File: config.mk
export PLATFORM = sky130hd
export DESIGN_NAME = mac_half_result_queue
export DESIGN_NICKNAME = d
export VERILOG_FILES = /design/src/rtl/mac_half_result_queue.sv
export SDC_FILE = /design/constraint.sdc
export NUM_CORES = 1
export LEC_CHECK = 0
export CORE_MARGIN = 2
export CORE_UTILIZATION = 55
export DETAILED_ROUTE_END_ITERATION = 16
export GPL_ROUTABILITY_DRIVEN = 0
export PLACE_DENSITY = 0.84
export SYNTH_ARGS = -nofsm -noshare
export SYNTH_HDL_FRONTEND = slang
export SYNTH_SLANG_ARGS = --single-unit
File: constraint.sdc
create_clock -name clock -period 7.73 [get_ports clock]
set_input_delay 2.319 -clock clock [delete_from_list [all_inputs] [get_ports clock]]
set_output_delay 2.319 -clock clock [all_outputs]
set_load 0.005 [all_outputs]
File: src/rtl/mac_half_result_queue.sv
// mac_half_result_queue: tracks fp16 MAC results in flight and queues them,
// optionally ReLU-filtered, in a first-word-fall-through result FIFO.
module mac_half_result_queue #(
    parameter int LATENCY = 9,
    parameter int DEPTH   = 16,
    parameter int RELU_EN = 1
) (
    input  logic                     clock,
    input  logic                     reset,
    input  logic                     ivalid,
    output logic                     oready,
    input  logic [15:0]              mac_q,
    output logic                     ovalid,
    input  logic                     iready,
    output logic [15:0]              dataout,
    output logic [$clog2(DEPTH):0]   count
);

    localparam int AW = $clog2(DEPTH);
    localparam int CW = AW + 1;
    localparam int IW = $clog2(LATENCY + 1);

    // Negative values clamp to +0; NaNs keep their payload whatever the sign.
    function automatic logic [15:0] relu_f16(input logic [15:0] x);
        logic is_nan;
        is_nan = (x[14:10] == 5'h1F) && (x[9:0] != 10'h000);
        if (x[15] && !is_nan) begin
            relu_f16 = 16'h0000;
        end else begin
            relu_f16 = x;
        end
    endfunction

    logic [LATENCY-1:0] vld_sr_r;
    logic [IW-1:0]      inflight_r;
    logic [AW-1:0]      wr_ptr_r;
    logic [AW-1:0]      rd_ptr_r;
    logic [CW-1:0]      count_r;
    logic [15:0]        mem_r [DEPTH];

    logic               issue_s;
    logic               push_s;
    logic               push_ok_s;
    logic               pop_s;
    logic               ovalid_s;
    logic [15:0]        wdata_s;

    // Handshake decode; credit check uses registered occupancy only.
    always_comb begin
        ovalid_s  = (count_r != CW'(0));
        oready    = ~reset & ((32'(count_r) + 32'(inflight_r)) < 32'(DEPTH));
        issue_s   = ivalid & oready;
        push_s    = vld_sr_r[LATENCY-1];
        push_ok_s = push_s & (count_r != CW'(DEPTH));
        pop_s     = ovalid_s & iready;
    end

    // Write-data filter.
    always_comb begin
        if (RELU_EN != 0) begin
            wdata_s = relu_f16(mac_q);
        end else begin
            wdata_s = mac_q;
        end
    end

    // Issue-tracking shift register and in-flight counter.
    always_ff @(posedge clock) begin
        if (reset) begin
            vld_sr_r   <= '0;
            inflight_r <= '0;
        end else begin
            vld_sr_r <= (vld_sr_r << 1) | LATENCY'(issue_s);
            case ({issue_s, push_s})
                2'b10:   inflight_r <= inflight_r + IW'(1);
                2'b01:   inflight_r <= inflight_r - IW'(1);
                default: inflight_r <= inflight_r;
            endcase
        end
    end

    // FIFO pointers and occupancy.
    always_ff @(posedge clock) begin
        if (reset) begin
            wr_ptr_r <= '0;
            rd_ptr_r <= '0;
            count_r  <= '0;
        end else begin
            if (push_ok_s) begin
                wr_ptr_r <= wr_ptr_r + AW'(1);
            end
            if (pop_s) begin
                rd_ptr_r <= rd_ptr_r + AW'(1);
            end
            case ({push_ok_s, pop_s})
                2'b10:   count_r <= count_r + CW'(1);
                2'b01:   count_r <= count_r - CW'(1);
                default: count_r <= count_r;
            endcase
        end
    end

    // FIFO storage; left unreset because dataout is gated by occupancy.
    always_ff @(posedge clock) begin
        if (push_ok_s) begin
            mem_r[wr_ptr_r] <= wdata_s;
        end
    end

    // Output decode from registered state.
    always_comb begin
        ovalid = ovalid_s;
        count  = count_r;
        if (ovalid_s) begin
            dataout = mem_r[rd_ptr_r];
        end else begin
            dataout = 16'h0000;
        end
    end

endmodule

=== After elaboration in Yosys (flattened, before gate mapping) ===
Memories as Yosys holds them, arrays and structs flattened. A register that Yosys moved wholly into a read port is not among the register bits.
Cells that the tools add are included.

* Reduce and logical (&&, ||, !) cells: 7
* Order comparisons: 1
* Add/subtract/negate cells: 7
* Multiplexer cells: 8
* Bitwise gates (word level): 6
* Eq/ne operators: 6

{| class="wikitable"
|+ Operator list
! operator !! number
|-
| 16-bit two-way mux || 2
|-
| 4-bit by 1-bit adder with 4-bit output (second input constant) || 3
|-
| 5-bit case mux with 2 select lines || 1
|-
| 10-bit nonzero test || 1
|-
| 9-bit by 1-bit OR with 9-bit output || 1
|-
| 4-bit two-way mux || 2
|-
| 4-bit case mux with 2 select lines || 1
|-
| 5-bit by 4-bit adder with 6-bit output || 1
|-
| 6-bit by 5-bit less-than comparator with 1-bit output (second input constant) || 1
|-
| 5-bit by 1-bit adder with 5-bit output (second input constant) || 1
|-
| 5-bit equality test (second input constant) || 1
|-
| 5-bit inequality test (second input constant) || 1
|-
| 5-bit nonzero test || 1
|-
| 5-bit by 1-bit subtractor with 5-bit output (second input constant) || 1
|-
| 1-bit AND || 4
|-
| 2-bit by 1-bit equality test with 1-bit output (second input constant) || 2
|-
| 2-bit equality test (second input constant) || 2
|-
| 2-bit nonzero test || 2
|-
| 4-bit by 1-bit subtractor with 4-bit output (second input constant) || 1
|-
| 1-bit logical AND || 2
|-
| 1-bit two-way mux || 2
|-
| 1-bit zero test || 1
|-
| 1-bit NOT || 1
|}

* Word-level logic and storage cells: 41
* Flip-flop bits (word level): 26
* Bits in writable memories: 256
* Memories kept: 1
* Input port bits: 20

{| class="wikitable"
|+ Memories
! name !! words !! width !! rd ports !! clocked after memory_dff !! wr ports !! RTL line !! RTL
|-
| mem_r || 16 || 16 || 1 || 1 || 1 || 39 || <nowiki>logic [15:0] mem_r [DEPTH];</nowiki>
|}

=== Logic depth before layout (Yosys ltp) ===
* Word-level depth: 6
* Gate-level depth with buffers: 12
* Mapped depth without buffers: 12

=== Least setup slack after synthesis ===
No wires, ideal clock.

* Kind: input to output
* Start point: input port reset
* End point: output port oready
* Data required time: 5.411 ns
* Arrival: 2.850 ns
* Buffers on the path: 0
* Stages: 1
* Path slack: 2.561 ns
* Cell sequence: a2111oi_1

* Cells in the longest elaborated chain, start to end: 2

{| class="wikitable"
|+ Ends and longest elaborated chain
! item !! RTL line !! RTL
|-
| from (decl) || 9 || <nowiki>input logic reset,</nowiki>
|-
| 1-bit NOT || 51 || <nowiki>oready = ~reset & ((32'(count_r) + 32'(inflight_r)) < 32'(DEPTH));</nowiki>
|-
| 1-bit AND || 51 ||
|-
| to (decl) || 11 || <nowiki>output logic oready,</nowiki>
|}

Every way passes these cells.

=== Final worst setup path ===
Same ends and word-level chain as after synthesis.

==> run_summary.xml <==
<?xml version="1.0" encoding="UTF-8"?>
<metrics>
  <group name="run_status">
    <metric name="run_status" unit="">completed</metric>
  </group>
  <group name="route">
    <metric name="drt-wirelength-per-cell" unit="um">25.7</metric>
    <metric name="drc" unit="">0</metric>
    <metric name="vias" unit="">5810</metric>
    <metric name="drtPass1Iterations" unit="">5</metric>
    <metric name="detail-route-antenna-nets" unit="">0</metric>
    <metric name="drt_iter0_drc" unit="">619</metric>
    <metric name="via_per_inst" unit="">6.23</metric>
    <metric name="finalWirelength" unit="mm">24.0</metric>
  </group>
  <group name="synthesis">
    <metric name="postSynthRegisterBits" unit="">286</metric>
    <metric name="synth_top_cell_by_area" unit="">edfxtp_1</metric>
    <metric name="ys_types" unit="">41</metric>
    <metric name="synth-main-ff-cell" unit="">edfxtp_1</metric>
    <metric name="post_synth_inst_count" unit="">579</metric>
    <metric name="synth-seq-area-share" unit="">0.728</metric>
    <metric name="synth_top_area_share" unit="">0.675</metric>
    <metric name="synth_top_cells_by_area" unit="">edfxtp_1 68%, mux4_2 12%, dfxtp_1 5.3%, ha_1 1.6%, mux2_2 1.6%</metric>
    <metric name="yosysMostFrequentCell" unit="">edfxtp_1</metric>
    <metric name="synth_edf_count" unit="">256</metric>
    <metric name="asyncSetResetFlopFracSynth" unit="">0</metric>
    <metric name="synth_area_per_cell" unit="sq um">19.7</metric>
    <metric name="syn-cell-area" unit="sq mm">0.0114</metric>
    <metric name="syn-num-nets" unit="">616</metric>
    <metric name="yosys_synthesis_warning_count" unit="">0</metric>
    <metric name="ys_top_cells_by_count" unit="">256 x edfxtp_1, 62 x mux4_2, 31 x nor2_1</metric>
  </group>
  <group name="sta">
    <metric name="setup-tns-final" unit="ps">0</metric>
    <metric name="final.min_clock_period" unit="ps">6430</metric>
    <metric name="final_max_slew_viol_count" unit="">0</metric>
    <metric name="timing.final.ws_setup" unit="ps">1300</metric>
    <metric name="timing.final.setup_violations" unit="">0</metric>
    <metric name="rsz_0062_raised_after_global_routing" unit="">no</metric>
    <metric name="worst_slew_pin_slew" unit="ps">1160</metric>
    <metric name="share_of_the_cycle_needed_by_the_critical_path_after_routing" unit="">0.831</metric>
    <metric name="report.final.hold_viol_count" unit="">0</metric>
    <metric name="maxClockFrequency" unit="MHz">156</metric>
    <metric name="worst_relative_slew_slack" unit="">0.221</metric>
    <metric name="finClkSkew" unit="ps">9.49</metric>
  </group>
  <group name="hold_path">
    <metric name="min_delay_path_depth" unit="">1</metric>
    <metric name="whs_endpoint" unit="">vld_sr_r[5]$_SDFF_PP0_</metric>
    <metric name="min_path_type" unit="">flop to flop</metric>
    <metric name="min-delay-start" unit="">vld_sr_r[4]$_SDFF_PP0_</metric>
  </group>
  <group name="clock_tree">
    <metric name="clock_insertion_delay_worst_skew" unit="ps">530</metric>
    <metric name="cts-hold-fix-buffers" unit="">0</metric>
    <metric name="clk_path_buf_depth" unit="">3</metric>
    <metric name="clockRootBuffer" unit="">clkbuf_16</metric>
    <metric name="tritoncts" unit="">yes</metric>
    <metric name="tritoncts.num_buffers" unit="">27</metric>
    <metric name="cts_num_sinks" unit="">286</metric>
    <metric name="path_clk_slew" unit="ps">60</metric>
    <metric name="cts_setup_buffers" unit="">0</metric>
    <metric name="cts_htree_levels" unit="">1</metric>
    <metric name="cts-resized-gates" unit="">0</metric>
  </group>
  <group name="worst_setup_path">
    <metric name="crit-reg2reg-launch" unit="">count[1]$_SDFFE_PP0P_</metric>
    <metric name="critPathSlowestCell" unit="">clkdlybuf4s50_1</metric>
    <metric name="worst-r2r-cell-count" unit="">11</metric>
    <metric name="endpoint_kind" unit="">output pin</metric>
    <metric name="timing.critical_path.required" unit="ps">5410</metric>
    <metric name="crit_fanout" unit="">29</metric>
    <metric name="worst-setup-path-type" unit="">input pin to output pin</metric>
    <metric name="crit_path_cell_chain" unit="">clkdlybuf4s50_1, buf_4, a2111oi_1, clkdlybuf4s50_1</metric>
    <metric name="most_frequent_cell_on_the_critical_path" unit="">clkdlybuf4s50_1</metric>
    <metric name="timing.rr.end" unit="">inflight_r[3]$_SDFFE_PP0P_</metric>
    <metric name="critical_path.startpoint_type" unit="">input pin</metric>
    <metric name="cp_slowest_stage_delay" unit="ps">600</metric>
    <metric name="crit_arrival" unit="ps">4110</metric>
    <metric name="reg2reg_setup_slack" unit="ps">4230</metric>
  </group>
  <group name="cells_and_area">
    <metric name="num_antenna_cells" unit="">0</metric>
    <metric name="final_nets" unit="">680</metric>
    <metric name="area_growth" unit="%">13.8</metric>
    <metric name="drive_above_1_share" unit="">0.215</metric>
  </group>
  <group name="placed_design">
    <metric name="place_ws" unit="ps">1300</metric>
    <metric name="post-dp-hpwl" unit="mm">14.1</metric>
    <metric name="io_buffer_count" unit="">42</metric>
  </group>
  <group name="die">
    <metric name="chipHeight" unit="um">148</metric>
    <metric name="fp.dieW" unit="um">148</metric>
    <metric name="start_util" unit="">0.561</metric>
    <metric name="fp.coreArea" unit="sq mm">0.0203</metric>
    <metric name="boundaryPins" unit="">43</metric>
    <metric name="die_area" unit="sq mm">0.0219</metric>
    <metric name="fp-row-count" unit="">52</metric>
  </group>
  <group name="global_route">
    <metric name="antenna_found_initial" unit="">0</metric>
    <metric name="gr-usage-all-layers" unit="">0.226</metric>
    <metric name="grt_start_max_net_pins" unit="">47</metric>
    <metric name="overflow" unit="">0</metric>
    <metric name="first_global_vias" unit="">6098</metric>
    <metric name="grt_first_pass_wirelength" unit="mm">36.5</metric>
  </group>
  <group name="power">
    <metric name="p_leak" unit="nW">4.18</metric>
    <metric name="p_per_area" unit="mW/mm^2">226</metric>
    <metric name="peakVddDrop" unit="mV">0.193</metric>
    <metric name="power_total" unit="mW">2.93</metric>
  </group>
  <group name="run">
    <metric name="drv.max_cap_violation_count" unit="">0</metric>
  </group>
</metrics>
## report_power, final
group / switching (mW) / internal, mW / leakage [nW]
registers: 0.00144 / 1.68 / 2.57
clock network: 0.521 / 0.679 / 0.388
logic: 0.0297 / 0.0151 / 1.21
## layout by cell type (no fill, tap or decap), types with 4 or more instances in the layout
cell,instances
or4_1,6
o211ai_1,5
edfxtp_1,256
clkinv_1,9
xor2_1,8
a221o_1,16
mux4_2,62
nor2_1,31
clkbuf_1,7
inv_1,10
nor3_2,4
nand2_1,6
and2_1,16
a21oi_1,10
clkdlybuf4s50_1,42
clkbuf_16,27
dfxtp_1,28
nand3_1,4
nor2b_1,19
ha_1,15
buf_4,22
mux2_2,16
and3_1,5
and2b_1,5
## sequential cells by signal, indices dropped and copies added (netlist names), named ones only
name and cells:
rd_ptr_r 4, inflight_r 4, count 5, vld_sr_r 9, wr_ptr_r 4, mem_r 256
## per-layer routing
metal,vias to the layer above,global-route usage,share of wire
met5,-,0,0
met4,0,0.0633,0.024
met3,48,0.0451,0.098
met2,322,0.377,0.51
met1,2974,0.310,0.37
li1,2466,-,-
## critical path, delay by kind of cell
kind	cells	cell delay [ps]
buf+inv	3	1220
compound gates	1	560
## logic make-up after synthesis
| logic type | Yosys count | synth area share |
|---|---|---|
| AOI/OAI and AO/OA | 41 | 0.0295 |
| muxes | 83 | 0.146 |
| DFF | 286 | 0.728 |
| xor gates and xnor gates | 10 | 0.00769 |
| adders and majority gates | 17 | 0.0200 |
| and+or+nand+nor | 103 | 0.0507 |
| buffers and inverters | 39 | 0.0185 |
## cell type report
| cell class | count | area [sq um] |
|---|---|---|
| clock inverter | 13 | 78.8 |
| clock buffer | 35 | 716 |
| multi-input combinational | 254 | 2910 |
| sequential | 286 | 8290 |
| inverter | 10 | 37.5 |
| timing repair buffer | 64 | 586 |
| tap | 270 | 338 |
| fill | 1335 | 7340 |
## how the worst max path moves through the flow
| stage | startpoint | to | depth (start not counted) |
|---|---|---|---|
| final | reset | oready | 4 |
| after global routing | reset | oready | 4 |
| after CTS | reset | oready | 4 |
| after detailed placement | reset | oready | 4 |
| after global placement | reset | oready | 4 |
| after floorplan | reset | oready | 1 |
## through the flow
step	hold slack (ps)	std cells	util	instance area, sq um
floorplan	414	579	-	11400
global placement	421	884	0.599	12200
detailed placement	422	884	0.599	12200
CTS	436	932	0.638	13000
global route	462	932	0.638	13000
finish	435	932	0.638	13000
No activity file was read; power rests on OpenSTA's default activity.
